**config.mk**
```make
export PLATFORM = sky130hd
export DESIGN_NAME = agg_seq
export DESIGN_NICKNAME = d
export VERILOG_FILES = /design/src/rtl/agg_seq.sv
export SDC_FILE = /design/constraint.sdc
export NUM_CORES = 1
export LEC_CHECK = 0
export BUFFER_PORTS_ARGS = -buffer_cell sky130_fd_sc_hd__clkbuf_2
export CAP_MARGIN = 20
export CELL_PAD_IN_SITES_DETAIL_PLACEMENT = 0
export CELL_PAD_IN_SITES_GLOBAL_PLACEMENT = 1
export CORE_UTILIZATION = 40
export CTS_BUF_LIST = sky130_fd_sc_hd__clkbuf_16
export CTS_CLUSTER_DIAMETER = 120
export CTS_CLUSTER_SIZE = 25
export DETAILED_ROUTE_END_ITERATION = 10
export GPL_TIMING_DRIVEN = 0
export MAX_ROUTING_LAYER = met4
export PLACE_DENSITY = 0.82
export SLEW_MARGIN = 5
export SYNTH_ARGS = -nofsm -noshare
export SYNTH_HDL_FRONTEND = slang
export SYNTH_SLANG_ARGS = --single-unit
```
**constraint.sdc**
```tcl
create_clock -name clk -period 6.21 [get_ports clk]
set_input_delay 0 -clock clk [delete_from_list [all_inputs] [get_ports clk]]
set_output_delay 0 -clock clk [all_outputs]
set_load 0.005 [all_outputs]
```
**src/rtl/agg_seq.sv**
```systemverilog
// Round-robin partial-sum aggregator: collects term_cnt signed terms from REQS lanes into one N-bit result.
// Build option AGG_SEQ_SAT_EN: saturate the accumulator on signed overflow instead of wrapping.
module agg_seq #(
  parameter int N    = 12,
  parameter int REQS = 4
) (
  input  logic              clk,
  input  logic              rst,
  input  logic              start,
  input  logic [7:0]        term_cnt,
  input  logic [REQS-1:0]   req,
  input  logic [REQS*N-1:0] req_data,
  output logic [REQS-1:0]   gnt,
  output logic              out_valid,
  output logic [N-1:0]      out_data,
  input  logic              out_ready,
  output logic              busy,
  output logic              ovf
);

  localparam int PW = (REQS > 1) ? $clog2(REQS) : 1;

  typedef enum logic [1:0] {
    ST_IDLE  = 2'd0,
    ST_ACCUM = 2'd1,
    ST_OUT   = 2'd2
  } state_t;

  state_t          state_r;
  state_t          state_nxt_s;
  logic [N-1:0]    acc_r;
  logic [7:0]      cnt_r;
  logic [7:0]      tc_r;
  logic [PW-1:0]   ptr_r;
  logic            ovf_r;

  logic [REQS-1:0] gnt_s;
  logic [PW-1:0]   gidx_s;
  logic            xfer_s;
  logic [N-1:0]    gdata_s;
  logic [N-1:0]    sum_s;
  logic [N-1:0]    acc_add_s;
  logic            add_ovf_s;
  logic            last_s;
  logic [PW-1:0]   ptr_nxt_s;

  // Two's-complement overflow: operands agree in sign but the sum does not.
  function automatic logic add_overflow(input logic [N-1:0] a, input logic [N-1:0] b,
                                        input logic [N-1:0] s);
    return (a[N-1] == b[N-1]) && (s[N-1] != a[N-1]);
  endfunction

  function automatic logic [N-1:0] sat_value(input logic neg);
    return neg ? {1'b1, {(N-1){1'b0}}} : {1'b0, {(N-1){1'b1}}};
  endfunction

  // Round-robin arbiter: first requesting lane at or after the priority pointer.
  always_comb begin
    int  lane_v;
    logic found_v;
    gnt_s   = '0;
    gidx_s  = '0;
    found_v = 1'b0;
    lane_v  = 0;
    if (state_r == ST_ACCUM) begin
      for (int k = 0; k < REQS; k++) begin
        lane_v = int'(ptr_r) + k;
        if (lane_v >= REQS) begin
          lane_v = lane_v - REQS;
        end else begin
          lane_v = lane_v;
        end
        if (!found_v && req[lane_v]) begin
          gnt_s[lane_v] = 1'b1;
          gidx_s        = lane_v[PW-1:0];
          found_v       = 1'b1;
        end else begin
          found_v = found_v;
        end
      end
    end else begin
      gnt_s = '0;
    end
  end

  // Adder, overflow detection and the optional clamp.
  always_comb begin
    xfer_s    = |gnt_s;
    gdata_s   = req_data[int'(gidx_s)*N +: N];
    sum_s     = acc_r + gdata_s;
    add_ovf_s = add_overflow(acc_r, gdata_s, sum_s);
`ifdef AGG_SEQ_SAT_EN
    acc_add_s = add_ovf_s ? sat_value(acc_r[N-1]) : sum_s;
`else
    acc_add_s = sum_s;
`endif
    last_s    = ({1'b0, cnt_r} + 9'd1) == {1'b0, tc_r};
    if (gidx_s == PW'(REQS - 1)) begin
      ptr_nxt_s = '0;
    end else begin
      ptr_nxt_s = gidx_s + PW'(1);
    end
  end

  // State register.
  always_ff @(posedge clk or negedge rst) begin
    if (!rst) begin
      state_r <= ST_IDLE;
    end else begin
      state_r <= state_nxt_s;
    end
  end

  // Next-state logic; start only matters in IDLE.
  always_comb begin
    state_nxt_s = state_r;
    case (state_r)
      ST_IDLE: begin
        if (start) begin
          state_nxt_s = (term_cnt == 8'd0) ? ST_OUT : ST_ACCUM;
        end else begin
          state_nxt_s = ST_IDLE;
        end
      end
      ST_ACCUM: begin
        if (xfer_s && last_s) begin
          state_nxt_s = ST_OUT;
        end else begin
          state_nxt_s = ST_ACCUM;
        end
      end
      ST_OUT: begin
        if (out_ready) begin
          state_nxt_s = ST_IDLE;
        end else begin
          state_nxt_s = ST_OUT;
        end
      end
      default: state_nxt_s = ST_IDLE;
    endcase
  end

  // Accumulator, term counter, latched count, pointer and sticky overflow.
  always_ff @(posedge clk or negedge rst) begin
    if (!rst) begin
      acc_r <= '0;
      cnt_r <= 8'd0;
      tc_r  <= 8'd0;
      ptr_r <= '0;
      ovf_r <= 1'b0;
    end else if ((state_r == ST_IDLE) && start) begin
      acc_r <= '0;
      cnt_r <= 8'd0;
      tc_r  <= term_cnt;
      ovf_r <= 1'b0;
    end else if (xfer_s) begin
      acc_r <= acc_add_s;
      cnt_r <= cnt_r + 8'd1;
      ovf_r <= ovf_r | add_ovf_s;
      ptr_r <= ptr_nxt_s;
    end
  end

  // Output decode from registered state.
  always_comb begin
    gnt      = gnt_s;
    out_data = acc_r;
    ovf      = ovf_r;
    case (state_r)
      ST_IDLE: begin
        out_valid = 1'b0;
        busy      = 1'b0;
      end
      ST_ACCUM: begin
        out_valid = 1'b0;
        busy      = 1'b1;
      end
      ST_OUT: begin
        out_valid = 1'b1;
        busy      = 1'b1;
      end
      default: begin
        out_valid = 1'b0;
        busy      = 1'b0;
      end
    endcase
  end

endmodule

```
Word level (Yosys, flattened, before mapping) --
Index checks and enable logic that the tools add are counted.
Cells by class: add/sub/neg operators 11, $mul 1, order comparisons 12, equal/unequal tests 6, shifts and indexed selects 1, multiplexer cells 61, bitwise logic cells 5, reductions and logical operators 19
Operators by type and width (count):
- 32-bit 2-to-1 mux | 8
- 32-bit by 1-bit >= comparator with 1-bit output, second input constant | 4
- 32-bit by 4-bit < comparator with 1-bit output, second input constant | 4
- 48-bit by 7-bit indexed part select with 12-bit output | 1
- 4-bit 2-to-1 mux | 8
- 12-bit 2-to-1 mux | 2
- 1-bit 2-to-1 mux | 22
- 2-bit 2-to-1 mux | 10
- 8-bit 2-to-1 mux | 2
- 12-bit adder | 1
- 4-bit bitwise OR | 3
- 3-bit by 3-bit subtractor with 4-bit output, second input constant | 3
- 1-bit logical AND | 10
- 8-bit by 1-bit adder with 9-bit output, second input constant | 1
- 9-bit by 8-bit == test with 1-bit output | 1
- 3-bit >= comparator, second input constant | 3
- 8-bit by 1-bit adder with 8-bit output, second input constant | 1
- 1-bit binary-select mux with 2-bit select | 4
- 1-bit demux with 2-bit select | 4
- 8-bit zero test | 1
- 2-bit by 2-bit adder with 3-bit output, second input constant | 2
- 2-bit one-hot mux with 3 select lines | 1
- 2-bit == test, second input constant | 2
- 2-bit by 2-bit multiplier with 4-bit output, second input constant | 1
- other kinds (15) | 17
Storage, ports and cells: register bits after elaboration 33, input port bits 64, output and inout port bits 19

Logic depth before layout (Yosys ltp) --
depth after elaboration 28, mapped depth 22

Worst setup path after synthesis --
No wires, ideal clock.
path kind reg-to-reg, from register ptr_r[0], to register acc_r[10], in the netlist out_data[10], library setup time 0.136 ns, arrival time 4.596 ns, setup slack 1.478 ns, stages on the path, launching flop included 21, clock period less this slack 4.732 ns, cells stage by stage dfrtp_1 buf_6 buf_6 inv_2 ha_1 buf_2 or4_1 a31oi_1 o21a_1 buf_2 buf_2 mux4_2 ha_1 nor2b_1 o21a_1 nor2_1 o21ai_0 o41ai_1 mux2i_1 a31o_2 a21oi_1
Between the ends: longest elaborated chain between the ends 25, elaborated cells between the ends (all ways) 86, classes of those cells 8 x add/sub; 1 x mul; 12 x order compare; 1 x shift; 49 x mux; 3 x bitwise; 12 x reduce/logical
Ends and longest elaborated chain:
- from (decl) | line 34 | logic [PW-1:0] ptr_r;
- from (signal assigned) | line 160 | ptr_r <= ptr_nxt_s;
- 2-bit by 3-bit subtractor with 4-bit output or 2-bit by 3-bit >= comparator with 1-bit output (tied branches) | line 69, 68
- 32-bit 2-to-1 mux | line 68 | if (lane_v >= REQS) begin
- 32-bit 2-to-1 mux | line 65 | if (state_r == ST_ACCUM) begin
- 1-bit binary-select mux with 2-bit select | line 73 | if (!found_v && req[lane_v]) begin
- 1-bit 2-to-1 mux (not written as such) (2 in series) | line 73
- 1-bit 2-to-1 mux | line 73
- 1-bit 2-to-1 mux | line 65
- 1-bit zero test | line 73
- (+8 left out)
- 1-bit logical AND | line 73
- 2-bit 2-to-1 mux | line 73
- 2-bit 2-to-1 mux | line 65
- 2-bit by 2-bit multiplier with 4-bit output | line 89 | gdata_s = req_data[int'(gidx_s)*N +: N];
- 48-bit by 7-bit indexed part select with 12-bit output | line 89
- 12-bit adder | line 90 | sum_s = acc_r + gdata_s;
- 12-bit 2-to-1 mux | line 156 | end else if (xfer_s) begin
- 12-bit 2-to-1 mux | line 151 | end else if ((state_r == ST_IDLE) && start) begin
- to (signal assigned) | line 157 | acc_r <= acc_add_s;
- to (decl) | line 31 | logic [N-1:0] acc_r;
Parallel ways exist; a longest one is shown, timed or not. The select of a mux whose other input is x is not followed. A chain may end at the register's enable or synchronous reset.

Worst setup path after layout --
Same ends and word-level chain as after synthesis.

==> impl_results.md <==
- Status: complete, no violations
- Most common cell in the netlist: nand2_1
- Crit path depth: 20
- Grt total ovfl: 0
- Hold_sp: out_ready
- Core Region: 7253 sq um
- # nets final: 515
- Hold path depth: 4
- Clock Sinks: 33
- Async SR Flop Fraction: 1.000
- Final core occ: 0.5198
- Mux cell area share after synthesis: 0.1519
- Layout Skew: 0.003771 ns
- Iter 0 DRT Violations: 78
- Final antenna-violating net count: 0
- Worst-margin pin slew: 0.8499 ns
- Critical Path Most Common Cell: buf_2
- CP Buf/Inv Count: 6
- Setup crit start: ptr_r[0]$_DFFE_PN0P_
- Area growth syn-to-layout: 25.39%
- Adder-Cell Fraction of Synth Area: 0.08989
- Post-Syn Nets: 417
- Final wirelength: 7336 um
- PwrDens: 709.0 nW/um^2
- Clock root buffer: clkbuf_16
- Io pins: 83
- Pre-CTS WS: 0.8964 ns
- Synth area leaders: dfrtp_1 (27%), mux4_2 (9.0%), ha_1 (8.3%)
- Ant diodes: 0
- Main synth FF type: dfrtp_1
- Vias post-DR: 2,782
- Critical Path Max Stage Delay: 0.60 ns
- I/O Buffers: 82
- Gp weighted congestion: 0.8895
- Simple-gate area share of the yosys netlist: 0.2160
- Syn Area/Cell: 9.056 sq um
- CTS Buf Count: 5
- Largest family of logic cells by synthesized area: simple AND/OR/NAND/NOR gates
- PostCTS Resize Cnt: 0
- YS warnings: 0
- Top post-synthesis cells by count: nand2_1 (39), nor2_1 (34), dfrtp_1 (33), ha_1 (20), a21oi_1 (18)
- Later-pin clock latency in the skew report: 0.28 ns
- Netlist cell types: 57
- TNS Setup: 0 ns
- Detailed Routing Iterations Pass 1: 4
- Complex-gate fraction of the synthesized area: 0.1586
- Final Power: 2.673 mW
- Antenna violations before repair: 0
- # DRC: 0
- Share of cells above drive strength 1: 0.2947
- RSZ-0062 raised after global routing: no
- Max-cap viol count: 0
- Path depth of the worst reg2reg path: 20
- Die W: 88.70 um
- First-pass GRT wire length: 12,330 um
- Achievable frequency: 0.1882 GHz
- HP Class: in -> reg
- Cell count after synthesis: 332
- Final hold vios: 0
- Die H: 88.70 um
- RR Startpoint: ptr_r[0]$_DFFE_PN0P_
- Slew HR: 0.4334
- Min Tclk post-route: 5.312 ns
- Worst vdd ir: 0.3334 mV
- Crit-path cells: buf_6 > buf_6 > inv_2 > ha_1 > buf_2 > or4_1 > a31oi_1 > o21a_1 > buf_2 > buf_2 > mux4_2 > ha_1 > nor2b_1 > o21a_1 > nor2_1 > o21ai_0 > o41ai_1 > mux2i_1 > a31o_2 > a21oi_1
- Leak: 1.771 nW
- CP max FO: 10
- Vias in the first global route: 2,640
- Routed len/inst: 13.84 um
- Final Cycle Share: 0.8554
- Die ar.: 7868 sq um
- CTS tree: done
- Row count: 31
- Worst path slowest cell: o41ai_1
- WS Path Type: reg -> reg
- Max Slew Vio Count: 0
- Seq cells post-synth: 33
- Synth Area in XOR/XNOR: 0.06117
- Htree depth: 2
- GRT Total Usage: 0.2112
- Mapped cell area: 3007 sq um
- Largest net degree at the start of global routing: 34
- Placed instance area: 3541 sq um
- Crit path required time: 6.35 ns
- CP Launch Type: register
- Final worst slack: 0.8977 ns
- Max Root-Sink Buffers: 2
- Top-area cell type share of the netlist area: 0.2747
- Worst Setup End Kind: register
- Vias/cell: 5.249
- Area leader, netlist: dfrtp_1
- Post-synthesis sequential area ratio: 0.2747
- EDFF count, synth: 0
- Initial Utilization: 0.4145
- Final setup violation count: 0
- HPWL Detailed: 5652 um
- CP arrival: 5.45 ns
- Clock-pin slew on the worst setup and hold paths: 0.05 ns
- Crit-path leading delay family: compound AO/OA/AOI/OAI gates
- Post-route cell area: 3770 sq um
## metrics by stage
stage / hold slack, ns / instances
6_report: 0.06674 / 530
5_1_grt: 0.08677 / 530
4_1_cts: 0.05404 / 530
3_5_place_dp: 0.1543 / 513
3_3_place_gp: 0.1529 / 513
2_1_floorplan: -0.2956 / 332
## metal layers
layer  share of wire  wire, um  GRT usage  up-vias
met2            0.47      3446     0.3469       76
met3           0.043       313    0.03825        7
met5               0         0          -        -
li1                -         -          -     1399
met1            0.48      3491     0.2677     1300
met4           0.012        85    0.05718        0
## flip-flops by register name (all words and copies together) (netlist names)
| name | cells |
|---|---|
| ovf | 1 |
| cnt_r | 8 |
| out_data | 12 |
| ptr_r | 2 |
| state_r | 2 |
| tc_r | 8 |
## final timing paths
| path | slack [ns] | endpoint |
|---|---|---|
| setup / recovery | 0.90 | out_data[10]$_DFFE_PN0P_ |
| hold / removal | 0.07 | state_r[1]$_DFF_PN0_ |
| setup reg to reg | 0.90 | out_data[10]$_DFFE_PN0P_ |
| hold reg to reg | 0.50 | tc_r[7]$_DFFE_PN0P_ |
| max in group asynchronous | 5.32 | cnt_r[5]$_DFFE_PN0P_ |
| min in group asynchronous | 0.36 | tc_r[1]$_DFFE_PN0P_ |
## where the power goes
part           switching (mW)  internal [mW]
combinational            1.06          0.940
clock                  0.0918          0.145
sequential             0.0983          0.334
## repair_timing
action                                  in CTS  in global routing
endpoints found under the setup margin       0                  0
hold endpoints to repair                    41                  0
setup buffers                                0                  0
hold buffers                                 9                  0
## cell type report
type | count | area (sq um)
well taps | 99 | 123.9
fillers | 699 | 3483
plain buffers | 18 | 98.84
repair buffers | 91 | 500.5
inverters | 12 | 45.04
multi-input cells | 269 | 2037
clock buffers | 5 | 125.1
clock inverters | 3 | 13.76
flip-flops and latches | 33 | 825.8
## kinds of logic (layout without fill, tap and decap cells)
family          after synthesis  count (layout)
simple gates                128             128
compound gates               69              69
flops                        33              33
mux                          30              30
buf+inv                      30             129
fa+ha+maj                    21              21
xor+xnor                     21              21
## worst reg2reg max path, cell delays in order (launching register included)
cell     delay, ns
dfrtp_1       0.40
buf_6         0.15
buf_6         0.14
inv_2         0.05
ha_1          0.27
buf_2         0.18
or4_1         0.54
a31oi_1       0.17
o21a_1        0.15
buf_2         0.18
buf_2         0.35
mux4_2        0.56
ha_1          0.33
nor2b_1       0.16
o21a_1        0.16
nor2_1        0.14
o21ai_0       0.16
o41ai_1       0.60
mux2i_1       0.26
a31o_2        0.16
a21oi_1       0.06
## layout by cell type (no fill, tap or decap), types with 3 or more instances in the layout
cell and instances:
mux2i_1 15, nor3_1 6, or4_1 3, nand3_1 4, nor2b_1 6, nand2_1 39, nand4_1 5, dfrtp_1 33
and3_1 3, a21o_1 3, o21a_1 3, o21ai_0 16, buf_2 7, or3_1 6, a21oi_1 18, clkbuf_2 82
xnor2_1 14, clkbuf_1 7, nor2_1 34, a31oi_1 6, mux4_2 12, ha_1 20, a211oi_1 4, xor2_1 7
clkbuf_16 5, dlygate4sd3_1 9, inv_1 12, and2_1 6
Power figures use the tool's default switching activity.
